`src/rtl/riscv_mem_arbiter_if.sv`:
```
// Bus bundle between the core's fetch/data ports, the memory arbiter and the
// shared single-port RAM. The arbiter takes the slave view. The core and RAM
// side (in the bench, a core model and a RAM model) takes the master view.
interface riscv_mem_arbiter_if #(
   parameter int ADDR_WIDTH = 12
);
   // instruction fetch port
   logic                  i_req;
   logic [31:0]           i_addr;
   logic                  i_ready;
   logic [31:0]           i_rdata;
   logic                  i_rvalid;
   // data load/store port
   logic                  d_read;
   logic                  d_write;
   logic [31:0]           d_addr;
   logic [1:0]            d_width;
   logic [31:0]           d_wdata;
   logic                  d_ready;
   logic [31:0]           d_rdata;
   logic                  d_rvalid;
   logic                  d_misaligned;
   // shared RAM port
   logic                  mem_en;
   logic                  mem_we;
   logic [3:0]            mem_be;
   logic [ADDR_WIDTH-1:0] mem_addr;
   logic [31:0]           mem_wdata;
   logic [31:0]           mem_rdata;

   modport slave (
      input  i_req, i_addr, d_read, d_write, d_addr, d_width, d_wdata, mem_rdata,
      output i_ready, i_rdata, i_rvalid, d_ready, d_rdata, d_rvalid, d_misaligned,
             mem_en, mem_we, mem_be, mem_addr, mem_wdata
   );

   modport master (
      output i_req, i_addr, d_read, d_write, d_addr, d_width, d_wdata, mem_rdata,
      input  i_ready, i_rdata, i_rvalid, d_ready, d_rdata, d_rvalid, d_misaligned,
             mem_en, mem_we, mem_be, mem_addr, mem_wdata
   );
endinterface

```
`src/rtl/riscv_mem_arbiter.sv`:
```
// Shares one single-port synchronous RAM (1-cycle read latency) between the
// instruction-fetch port and the data load/store port. Data wins by default.
// A bounded starvation counter hands the RAM to a waiting fetch after
// MAX_DATA_RUN consecutive data grants. Byte/half/word data accesses become
// word-addressed RAM cycles with byte enables, and load data is right-aligned.
module riscv_mem_arbiter #(
   parameter int ADDR_WIDTH   = 12,
   parameter int MAX_DATA_RUN = 4
) (
   input logic                clock,
   input logic                reset,
   riscv_mem_arbiter_if.slave bus
);
   typedef enum logic [1:0] {RET_NONE = 2'd0, RET_FETCH = 2'd1, RET_DATA = 2'd2} ret_port_t;
   typedef enum logic {PORT_IDLE = 1'b0, PORT_RESP = 1'b1} port_state_t;

   localparam logic [3:0] MAX_RUN = 4'(MAX_DATA_RUN);

   // Width 3, odd halfwords and unaligned words are rejected.
   function automatic logic is_illegal(input logic [1:0] width, input logic [1:0] off);
      case (width)
         2'd0:    is_illegal = 1'b0;
         2'd1:    is_illegal = off[0];
         2'd2:    is_illegal = (off != 2'd0);
         default: is_illegal = 1'b1;
      endcase
   endfunction

   function automatic logic [3:0] store_be(input logic [1:0] width, input logic [1:0] off);
      case (width)
         2'd0:    store_be = 4'b0001 << off;
         2'd1:    store_be = 4'b0011 << off;
         default: store_be = 4'b1111;
      endcase
   endfunction

   // Store data is replicated across lanes so the byte enables pick the right copy.
   function automatic logic [31:0] store_data(input logic [1:0] width, input logic [31:0] wdata);
      case (width)
         2'd0:    store_data = {4{wdata[7:0]}};
         2'd1:    store_data = {2{wdata[15:0]}};
         default: store_data = wdata;
      endcase
   endfunction

   function automatic logic [31:0] load_align(input logic [31:0] raw, input logic [1:0] off,
                                              input logic [1:0] width);
      logic [31:0] shifted;
      shifted = raw >> {off, 3'b000};
      case (width)
         2'd0:    load_align = shifted & 32'h0000_00FF;
         2'd1:    load_align = shifted & 32'h0000_FFFF;
         default: load_align = shifted;
      endcase
   endfunction

   logic        d_req_s, d_load_s, d_illegal_s, d_grant_s, i_grant_s, fetch_wins_s, d_resp_s;
   logic [3:0]  starve_cnt_r, starve_cnt_next_s;
   ret_port_t   ret_port_r, ret_port_next_s;
   port_state_t i_state_r, i_state_next_s, d_state_r, d_state_next_s;
   logic [1:0]  ret_off_r, ret_w_r;
   logic        d_zero_r;
   logic [31:0] i_hold_r, d_hold_r, d_load_data_s;
   logic        unused_addr_bits_s;

   assign unused_addr_bits_s = ^{bus.i_addr[31:ADDR_WIDTH+2], bus.i_addr[1:0],
                                 bus.d_addr[31:ADDR_WIDTH+2]};

   // Arbitration: a legal data request wins unless a fetch has waited a full run.
   always_comb begin
      d_req_s      = bus.d_read | bus.d_write;
      d_load_s     = bus.d_read & ~bus.d_write;
      d_illegal_s  = d_req_s & is_illegal(bus.d_width, bus.d_addr[1:0]);
      fetch_wins_s = bus.i_req & (starve_cnt_r == MAX_RUN);
      d_grant_s    = d_req_s & ~d_illegal_s & ~fetch_wins_s;
      i_grant_s    = bus.i_req & ~d_grant_s;
      d_resp_s     = d_load_s & (d_grant_s | d_illegal_s);
   end

   // Starvation counter: counts data grants that made a fetch wait, saturating.
   always_comb begin
      starve_cnt_next_s = starve_cnt_r;
      if (i_grant_s || !bus.i_req) begin
         starve_cnt_next_s = 4'd0;
      end else if (d_grant_s && (starve_cnt_r != MAX_RUN)) begin
         starve_cnt_next_s = starve_cnt_r + 4'd1;
      end else begin
         starve_cnt_next_s = starve_cnt_r;
      end
   end

   // Port sequencing: a granted fetch or load always lands in RESP next cycle.
   always_comb begin
      i_state_next_s  = PORT_IDLE;
      d_state_next_s  = PORT_IDLE;
      ret_port_next_s = RET_NONE;
      case (i_state_r)
         PORT_IDLE: i_state_next_s = i_grant_s ? PORT_RESP : PORT_IDLE;
         PORT_RESP: i_state_next_s = i_grant_s ? PORT_RESP : PORT_IDLE;
         default:   i_state_next_s = PORT_IDLE;
      endcase
      case (d_state_r)
         PORT_IDLE: d_state_next_s = d_resp_s ? PORT_RESP : PORT_IDLE;
         PORT_RESP: d_state_next_s = d_resp_s ? PORT_RESP : PORT_IDLE;
         default:   d_state_next_s = PORT_IDLE;
      endcase
      if (i_grant_s) begin
         ret_port_next_s = RET_FETCH;
      end else if (d_grant_s && d_load_s) begin
         ret_port_next_s = RET_DATA;
      end else begin
         ret_port_next_s = RET_NONE;
      end
   end

   // State, return-path tags and held read data.
   always_ff @(posedge clock or posedge reset) begin
      if (reset) begin
         starve_cnt_r <= 4'd0;
         ret_port_r   <= RET_NONE;
         i_state_r    <= PORT_IDLE;
         d_state_r    <= PORT_IDLE;
         ret_off_r    <= 2'd0;
         ret_w_r      <= 2'd0;
         d_zero_r     <= 1'b0;
         i_hold_r     <= 32'd0;
         d_hold_r     <= 32'd0;
      end else begin
         starve_cnt_r <= starve_cnt_next_s;
         ret_port_r   <= ret_port_next_s;
         i_state_r    <= i_state_next_s;
         d_state_r    <= d_state_next_s;
         d_zero_r     <= d_illegal_s & d_load_s;
         if (d_grant_s) begin
            ret_off_r <= bus.d_addr[1:0];
            ret_w_r   <= bus.d_width;
         end else begin
            ret_off_r <= ret_off_r;
            ret_w_r   <= ret_w_r;
         end
         if (i_state_r == PORT_RESP) begin
            i_hold_r <= bus.mem_rdata;
         end else begin
            i_hold_r <= i_hold_r;
         end
         if (d_state_r == PORT_RESP) begin
            d_hold_r <= d_load_data_s;
         end else begin
            d_hold_r <= d_hold_r;
         end
      end
   end

   // Return path: route RAM data to its port, or replay the last value.
   always_comb begin
      d_load_data_s = 32'd0;
      if ((ret_port_r == RET_DATA) && !d_zero_r) begin
         d_load_data_s = load_align(bus.mem_rdata, ret_off_r, ret_w_r);
      end else begin
         d_load_data_s = 32'd0;
      end
      bus.i_rvalid = (i_state_r == PORT_RESP);
      bus.d_rvalid = (d_state_r == PORT_RESP);
      if (ret_port_r == RET_FETCH) begin
         bus.i_rdata = bus.mem_rdata;
      end else begin
         bus.i_rdata = i_hold_r;
      end
      if (d_state_r == PORT_RESP) begin
         bus.d_rdata = d_load_data_s;
      end else begin
         bus.d_rdata = d_hold_r;
      end
   end

   // RAM drive and handshakes; all strobes are held low while reset is high.
   always_comb begin
      bus.i_ready      = i_grant_s & ~reset;
      bus.d_ready      = (d_grant_s | d_illegal_s) & ~reset;
      bus.d_misaligned = d_illegal_s & ~reset;
      bus.mem_en       = (i_grant_s | d_grant_s) & ~reset;
      bus.mem_we       = d_grant_s & bus.d_write & ~reset;
      bus.mem_addr     = bus.i_addr[ADDR_WIDTH+1:2];
      bus.mem_be       = 4'b1111;
      bus.mem_wdata    = 32'd0;
      if (d_grant_s) begin
         bus.mem_addr = bus.d_addr[ADDR_WIDTH+1:2];
         if (bus.d_write) begin
            bus.mem_be    = store_be(bus.d_width, bus.d_addr[1:0]);
            bus.mem_wdata = store_data(bus.d_width, bus.d_wdata);
         end else begin
            bus.mem_be    = 4'b1111;
            bus.mem_wdata = 32'd0;
         end
      end else begin
         bus.mem_addr  = bus.i_addr[ADDR_WIDTH+1:2];
         bus.mem_be    = 4'b1111;
         bus.mem_wdata = 32'd0;
      end
   end
endmodule

```
`src/flat_wrapper.sv`:
```
// flat-port wrapper written by rule: the top's interface ports become plain ports
module riscv_mem_arbiter_flat 
#(
   parameter int ADDR_WIDTH   = 12,
   parameter int MAX_DATA_RUN = 4
)
  (clock, reset, bus_i_req, bus_i_addr, bus_d_read, bus_d_write, bus_d_addr, bus_d_width, bus_d_wdata, bus_mem_rdata, bus_i_ready, bus_i_rdata, bus_i_rvalid, bus_d_ready, bus_d_rdata, bus_d_rvalid, bus_d_misaligned, bus_mem_en, bus_mem_we, bus_mem_be, bus_mem_addr, bus_mem_wdata);
  riscv_mem_arbiter_if #(.ADDR_WIDTH(ADDR_WIDTH)) bus_i ();
  input logic clock;
  input logic reset;
  input wire logic [$bits(bus_i.i_req)-1:0] bus_i_req;
  input wire logic [$bits(bus_i.i_addr)-1:0] bus_i_addr;
  input wire logic [$bits(bus_i.d_read)-1:0] bus_d_read;
  input wire logic [$bits(bus_i.d_write)-1:0] bus_d_write;
  input wire logic [$bits(bus_i.d_addr)-1:0] bus_d_addr;
  input wire logic [$bits(bus_i.d_width)-1:0] bus_d_width;
  input wire logic [$bits(bus_i.d_wdata)-1:0] bus_d_wdata;
  input wire logic [$bits(bus_i.mem_rdata)-1:0] bus_mem_rdata;
  output wire logic [$bits(bus_i.i_ready)-1:0] bus_i_ready;
  output wire logic [$bits(bus_i.i_rdata)-1:0] bus_i_rdata;
  output wire logic [$bits(bus_i.i_rvalid)-1:0] bus_i_rvalid;
  output wire logic [$bits(bus_i.d_ready)-1:0] bus_d_ready;
  output wire logic [$bits(bus_i.d_rdata)-1:0] bus_d_rdata;
  output wire logic [$bits(bus_i.d_rvalid)-1:0] bus_d_rvalid;
  output wire logic [$bits(bus_i.d_misaligned)-1:0] bus_d_misaligned;
  output wire logic [$bits(bus_i.mem_en)-1:0] bus_mem_en;
  output wire logic [$bits(bus_i.mem_we)-1:0] bus_mem_we;
  output wire logic [$bits(bus_i.mem_be)-1:0] bus_mem_be;
  output wire logic [$bits(bus_i.mem_addr)-1:0] bus_mem_addr;
  output wire logic [$bits(bus_i.mem_wdata)-1:0] bus_mem_wdata;
  assign bus_i.i_req = bus_i_req;
  assign bus_i.i_addr = bus_i_addr;
  assign bus_i.d_read = bus_d_read;
  assign bus_i.d_write = bus_d_write;
  assign bus_i.d_addr = bus_d_addr;
  assign bus_i.d_width = bus_d_width;
  assign bus_i.d_wdata = bus_d_wdata;
  assign bus_i.mem_rdata = bus_mem_rdata;
  assign bus_i_ready = bus_i.i_ready;
  assign bus_i_rdata = bus_i.i_rdata;
  assign bus_i_rvalid = bus_i.i_rvalid;
  assign bus_d_ready = bus_i.d_ready;
  assign bus_d_rdata = bus_i.d_rdata;
  assign bus_d_rvalid = bus_i.d_rvalid;
  assign bus_d_misaligned = bus_i.d_misaligned;
  assign bus_mem_en = bus_i.mem_en;
  assign bus_mem_we = bus_i.mem_we;
  assign bus_mem_be = bus_i.mem_be;
  assign bus_mem_addr = bus_i.mem_addr;
  assign bus_mem_wdata = bus_i.mem_wdata;
  riscv_mem_arbiter #(.ADDR_WIDTH(ADDR_WIDTH), .MAX_DATA_RUN(MAX_DATA_RUN)) u_core (.clock(clock), .reset(reset), .bus(bus_i));
endmodule
```
`config.mk`:
```
export PLATFORM = sky130hd
export DESIGN_NAME = riscv_mem_arbiter_flat
export DESIGN_NICKNAME = d
export VERILOG_FILES = /design/src/rtl/riscv_mem_arbiter_if.sv /design/src/rtl/riscv_mem_arbiter.sv /design/src/flat_wrapper.sv
export SDC_FILE = /design/constraint.sdc
export NUM_CORES = 1
export LEC_CHECK = 0
export CAP_MARGIN = 10
export CORE_ASPECT_RATIO = 1.25
export CORE_MARGIN = 5
export CORE_UTILIZATION = 42
export CTS_BUF_LIST = sky130_fd_sc_hd__clkbuf_16
export DETAILED_ROUTE_END_ITERATION = 16
export HOLD_SLACK_MARGIN = 0.03
export PLACE_DENSITY = 0.84
export SLEW_MARGIN = 10
export SYNTH_ARGS = -nofsm -noshare
export SYNTH_HDL_FRONTEND = slang
export SYNTH_SLANG_ARGS = --single-unit
```
`constraint.sdc`:
```
create_clock -name clock -period 6.7 [get_ports clock]
set_input_delay 0.67 -clock clock [delete_from_list [all_inputs] [get_ports clock]]
set_output_delay 0.67 -clock clock [all_outputs]
set_load 0.01 [all_outputs]
```
[Word level (Yosys, flattened, before mapping)]
Cells that the tools add are included.
Cells by class
  add/subtract/negate cells: 1
  equal/unequal tests: 7
  shifts and indexed selects: 3
  multiplexer cells: 18
  bitwise gates (word level): 22
  reduce and logical (&&, ||, !) cells: 10
Operators by type and width (count)
  32-bit 2-to-1 mux: 5
  32-bit one-hot mux with 2 select lines: 2
  32-bit by 5-bit right shift with 32-bit output: 1
  4-bit 2-to-1 mux: 4
  1-bit bitwise AND: 14
  12-bit 2-to-1 mux: 1
  4-bit one-hot mux with 2 select lines: 1
  2-bit by 1-bit equality test with 1-bit output (second input constant): 3
  1-bit NOT: 5
  4-bit by 1-bit adder with 4-bit output (second input constant): 1
  2-bit equality test (second input constant): 2
  4-bit by 3-bit equality test with 1-bit output (second input constant): 1
  2-bit zero test: 2
  2-bit 2-to-1 mux: 2
  4-bit by 3-bit != test with 1-bit output (second input constant): 1
  2-bit nonzero test: 2
  1-bit by 2-bit left shift with 4-bit output (first input constant): 1
  2-bit by 2-bit left shift with 4-bit output (first input constant): 1
  1-bit logical AND: 3
  1-bit bitwise OR: 3
  1-bit one-hot mux with 3 select lines: 1
  1-bit zero test: 2
  1-bit 2-to-1 mux: 2
  1-bit logical OR: 1
Word-level totals
  register bits: 77
  input port bits: 135
  output and inout bits: 119
  word-level logic and storage cells: 70

[Longest topological paths before layout]
  depth in word-level cells: 10
  gate-level depth with buffers: 6
  gate-level depth less buffers: 5

[Worst setup path after synthesis]
Ideal clock, no wire load.
  path type: input-to-output
  start point: in bus_d_addr[0]
  end point: out bus_mem_addr[10]
  data arrival time: 2.150 ns
  required time: 6.030 ns
  slack: 3.880 ns
  stages on the path: 5
  path buffers: 2
  cell sequence: buf_2 -> or3_4 -> a211oi_4 -> buf_6 -> mux2_1
Between the ends
  longest elaborated chain between the ends: 7
RTL lines
  start, declared: line flat_wrapper.sv:15  | input wire logic [$bits(bus_i.d_addr)-1:0] bus_d_addr;
  2-bit nonzero test: line riscv_mem_arbiter.sv:24  | 2'd2: is_illegal = (off != 2'd0);
  1-bit one-hot mux with 3 select lines (*): line riscv_mem_arbiter.sv:21  | case (width)
  1-bit bitwise AND (*): line riscv_mem_arbiter.sv:73  | d_illegal_s = d_req_s & is_illegal(bus.d_width, bus.d_addr[1:0]);
  1-bit NOT (*): line riscv_mem_arbiter.sv:75  | d_grant_s = d_req_s & ~d_illegal_s & ~fetch_wins_s;
  1-bit bitwise AND (*) (2 in series): line riscv_mem_arbiter.sv:75
  12-bit 2-to-1 mux (*): line riscv_mem_arbiter.sv:186  | if (d_grant_s) begin
  end, declared: line flat_wrapper.sv:29  | output wire logic [$bits(bus_i.mem_addr)-1:0] bus_mem_addr;
Every way passes the cells marked *; elsewhere a longest branch is shown, timed or not.

[Final worst setup path]
  start point: in bus_d_addr[1]
  end point: out bus_mem_addr[0]
Between the ends
  longest elaborated chain between the ends: 7
RTL lines (line)
  2-bit nonzero test: riscv_mem_arbiter.sv:24
  1-bit one-hot mux with 3 select lines: riscv_mem_arbiter.sv:21
  1-bit bitwise AND: riscv_mem_arbiter.sv:73
  1-bit NOT: riscv_mem_arbiter.sv:75
  1-bit bitwise AND (2 in series): riscv_mem_arbiter.sv:75
  12-bit 2-to-1 mux: riscv_mem_arbiter.sv:186
No other way between the ends.

==> results.sh <==
export IMPL_clock_sinks=76
export IMPL_drv_slew=0
export IMPL_critPathSlowestCell="a211oi_4"
export IMPL_status="finished clean"
export IMPL_hold_viol_final=0
export IMPL_arrival_ns=3.58
export IMPL_gp_congestion=0.878
export IMPL_clockBufferDepth=2
export IMPL_rr_worst_depth=4
export IMPL_tritoncts="built"
export IMPL_p_seq_share_pct=35.3
export IMPL_max_stage_delay_ns=0.95
export IMPL_maxSlewHeadroom_pct=24.3
export IMPL_clockRootBuffer="clkbuf_16"
export IMPL_required_ns=6.03
export IMPL_switching_share_pct=27.0
export IMPL_nNetsFinal=725
export IMPL_synthCells=385
export IMPL_num_rows=42
export IMPL_post_route_period_util_pct=63.5
export IMPL_fmax_mhz=235
export IMPL_drt_initial_drc_count=175
export IMPL_yosysWarnings=0
export IMPL_p_sw_w=0.000403
export IMPL_cp_start_kind="input port"
export IMPL_track_usage_pct=23.8
export IMPL_reg2reg_to="u_core.d_hold_r[28]"
export IMPL_viasPerCell=5.45
export IMPL_finalSetupViolations=0
export IMPL_hpwl_mm=11.5
export IMPL_worst_pin_slew_ns=1.13
export IMPL_drive_above_1_share_pct=19.7
export IMPL_io_buffers=215
export IMPL_antenna_found_initial=0
export IMPL_holdPathStages=1
export IMPL_grt_pass1_vias=4302
export IMPL_critPathKind="input port to output port"
export IMPL_rsz0062_at_grt="false"
export IMPL_syn_avg_cell_area_um2=11.5
export IMPL_n_antenna_cell=0
export IMPL_dpl_worst_slack_ns=2.46
export IMPL_drt_total_wl_mm=15.1
export IMPL_clk_pin_slew_ns=0.06
export IMPL_cts_max_level=3
export IMPL_seq_area_frac_synth_pct=42.9
export IMPL_start_util_pct=42.3
export IMPL_synthDistinctLibCells=37
export IMPL_coreArea_mm2=0.0105
export IMPL_hold_class="flip-flop to flip-flop"
export IMPL_synth_most_common_cell="mux2_2"
export IMPL_antenna_left=0
export IMPL_ctsResizeCount=0
export IMPL_die_area_mm2=0.0127
export IMPL_vias=3953
export IMPL_internal_power_w=0.00109
export IMPL_synthTopCellsByCount="mux2_2, dfrtp_1, mux2i_1, o2bb2ai_1, nor2_1"
export IMPL_pwr_share_clk_pct=34.4
export IMPL_clk_latency_ns=0.34
export IMPL_min_to="u_core.d_hold_r[10]"
export IMPL_post_cts_setup_buffers=0
export IMPL_path_cells="clkdlybuf4s50_1 > or3_4 > a211oi_4 > mux2_2 > clkdlybuf4s50_1"
export IMPL_overflow=0
export IMPL_boundaryPins=254
export IMPL_worstSetupEndpointType="output port"
export IMPL_first_pass_iters=4
export IMPL_wire_per_inst_um=20.8
export IMPL_power_density_mw_per_mm2=214
export IMPL_fin_crit_ns=4.25
export IMPL_synth_seq_cells=76
export IMPL_grt_pass1_wl_mm=23.4
export IMPL_cp_top_family="buffers and inverters"
export IMPL_finalSetupTns_ns=0
export IMPL_setup_ws_ns=2.45
export IMPL_grt_max_degree=77
export IMPL_dieHeight_um=125
export IMPL_combPwrFrac_pct=30.3
export IMPL_cp_max_fo=26
export IMPL_path_buf_inv=2
export IMPL_async_flop_share_pct=100
export IMPL_reg2reg_from="u_core.ret_port_r[0]"
export IMPL_synth_edf_count=0
export IMPL_die_w_um=102
export IMPL_vdd_drop_max_uv=126
export IMPL_synth_area_mm2=0.00443
export IMPL_drc_errors=0
export IMPL_finClkSkew_ns=0.00826
export IMPL_r2r_slack_ns=4.18
export IMPL_total_leakage_power_nw=2.93
export IMPL_area_growth_synth_to_final_pct=57.8
export IMPL_yosys_most_used_dff="dfrtp_1"
export IMPL_cpMostUsedCell="clkdlybuf4s50_1"
export IMPL_synthTopCellsByArea="dfrtp_1, mux2_2, mux2i_1"
export IMPL_yosys_area_top_type="dfrtp_1"
export IMPL_cts_buffers=9
export IMPL_hold_start="u_core.d_hold_r[10]"
export IMPL_yosys_area_top_type_share_pct=42.9
export IMPL_syn_nets=522
export IMPL_postCtsHoldBufs=0
export IMPL_drv_cap=0
## power by group through the flow
stage	Clock (W)	Combinational (W)	Sequential [W]
floorplan	0	0.000240	0.000521
global placement	0	0.000443	0.000530
detailed placement	0	0.000453	0.000535
CTS	0.000520	0.000457	0.000527
global route	0.000538	0.000482	0.000532
finish	0.000513	0.000452	0.000527
## worst max path at each step
| stage | start | endpoint | depth (start not counted) |
|---|---|---|---|
| final | bus_d_addr[1] | bus_mem_addr[0] | 5 |
| after global routing | bus_d_addr[1] | bus_mem_addr[0] | 5 |
| after CTS | bus_d_addr[1] | bus_mem_addr[0] | 5 |
| after detailed placement | bus_d_addr[1] | bus_mem_addr[0] | 5 |
| after global placement | bus_d_addr[1] | bus_mem_addr[0] | 5 |
| after floorplan | bus_d_addr[0] | bus_mem_addr[10] | 5 |
## cell type report
cell class	count	area (um^2)
Fill cell	803	3470
Multi-Input combinational cell	274	2380
Timing Repair Buffer	222	2200
Sequential cell	76	1900
Clock buffer	9	225
Tap cell	132	165
Clock inverter	7	91.3
Inverter	5	18.8
## layer usage
layer,global-route usage [%],vias up,share of wire [%]
met1,26.6,1934,37
met2,41.2,164,52
met4,11.2,0,3.6
met3,6.27,28,7.6
li1,-,1827,-
met5,0,-,0
## registers in the layout (all words and copies together) (netlist names)
signal,count
u_core.ret_off_r,2
u_core.starve_cnt_r,4
u_core.ret_w_r,2
u_core.ret_port_r,2
u_core.bus.d_rvalid,1
u_core.i_hold_r,32
u_core.d_zero_r,1
u_core.d_hold_r,32
## logic make-up (layout without fill, tap and decap cells)
kind of cell             count (synthesis)  count (layout)  share of synthesized area, %
AO/OA/AOI/OAI                           61              61                          11.0
XOR/XNOR                                 2               2                         0.396
adder cells (fa/ha/maj)                  2               2                         0.565
buffers and inverters                   35             243                          3.31
flip-flops                              76              76                          42.9
multiplexers                           136             136                          33.5
AND/OR/NAND/NOR                         73              73                          8.31
## metrics by stage
step                cell area (um^2)  hold slack (ns)  utilization, %  std cells  total power [W]
floorplan                       4430            0.459               -        385         0.000761
global route                    6990            0.504            66.8        725          0.00155
CTS                             6990            0.490            66.8        725          0.00150
global placement                6670            0.473            63.8        709         0.000974
finish                          6990            0.489            66.8        725          0.00149
detailed placement              6670            0.477            63.8        709         0.000988
## cells in the final DEF, fill, tap and decap left out, types with 2 or more instances in the layout
master             n
a21o_1             2
a21oi_1           12
a22o_1             8
a2bb2oi_1          8
and3_1             9
buf_4              7
bufinv_16          2
clkbuf_16          9
clkdlybuf4s50_1  215
clkinv_2           3
dfrtp_1           76
ha_1               2
inv_1              4
mux2_1             9
mux2_2            87
mux2i_1           40
nand2_1           20
nand2b_1           3
nand3_1            2
nor2_1            23
nor3_1             6
o211ai_1           3
o2bb2ai_1         24
or2_2              2
Note: power is estimated with default switching activity, not from simulation.
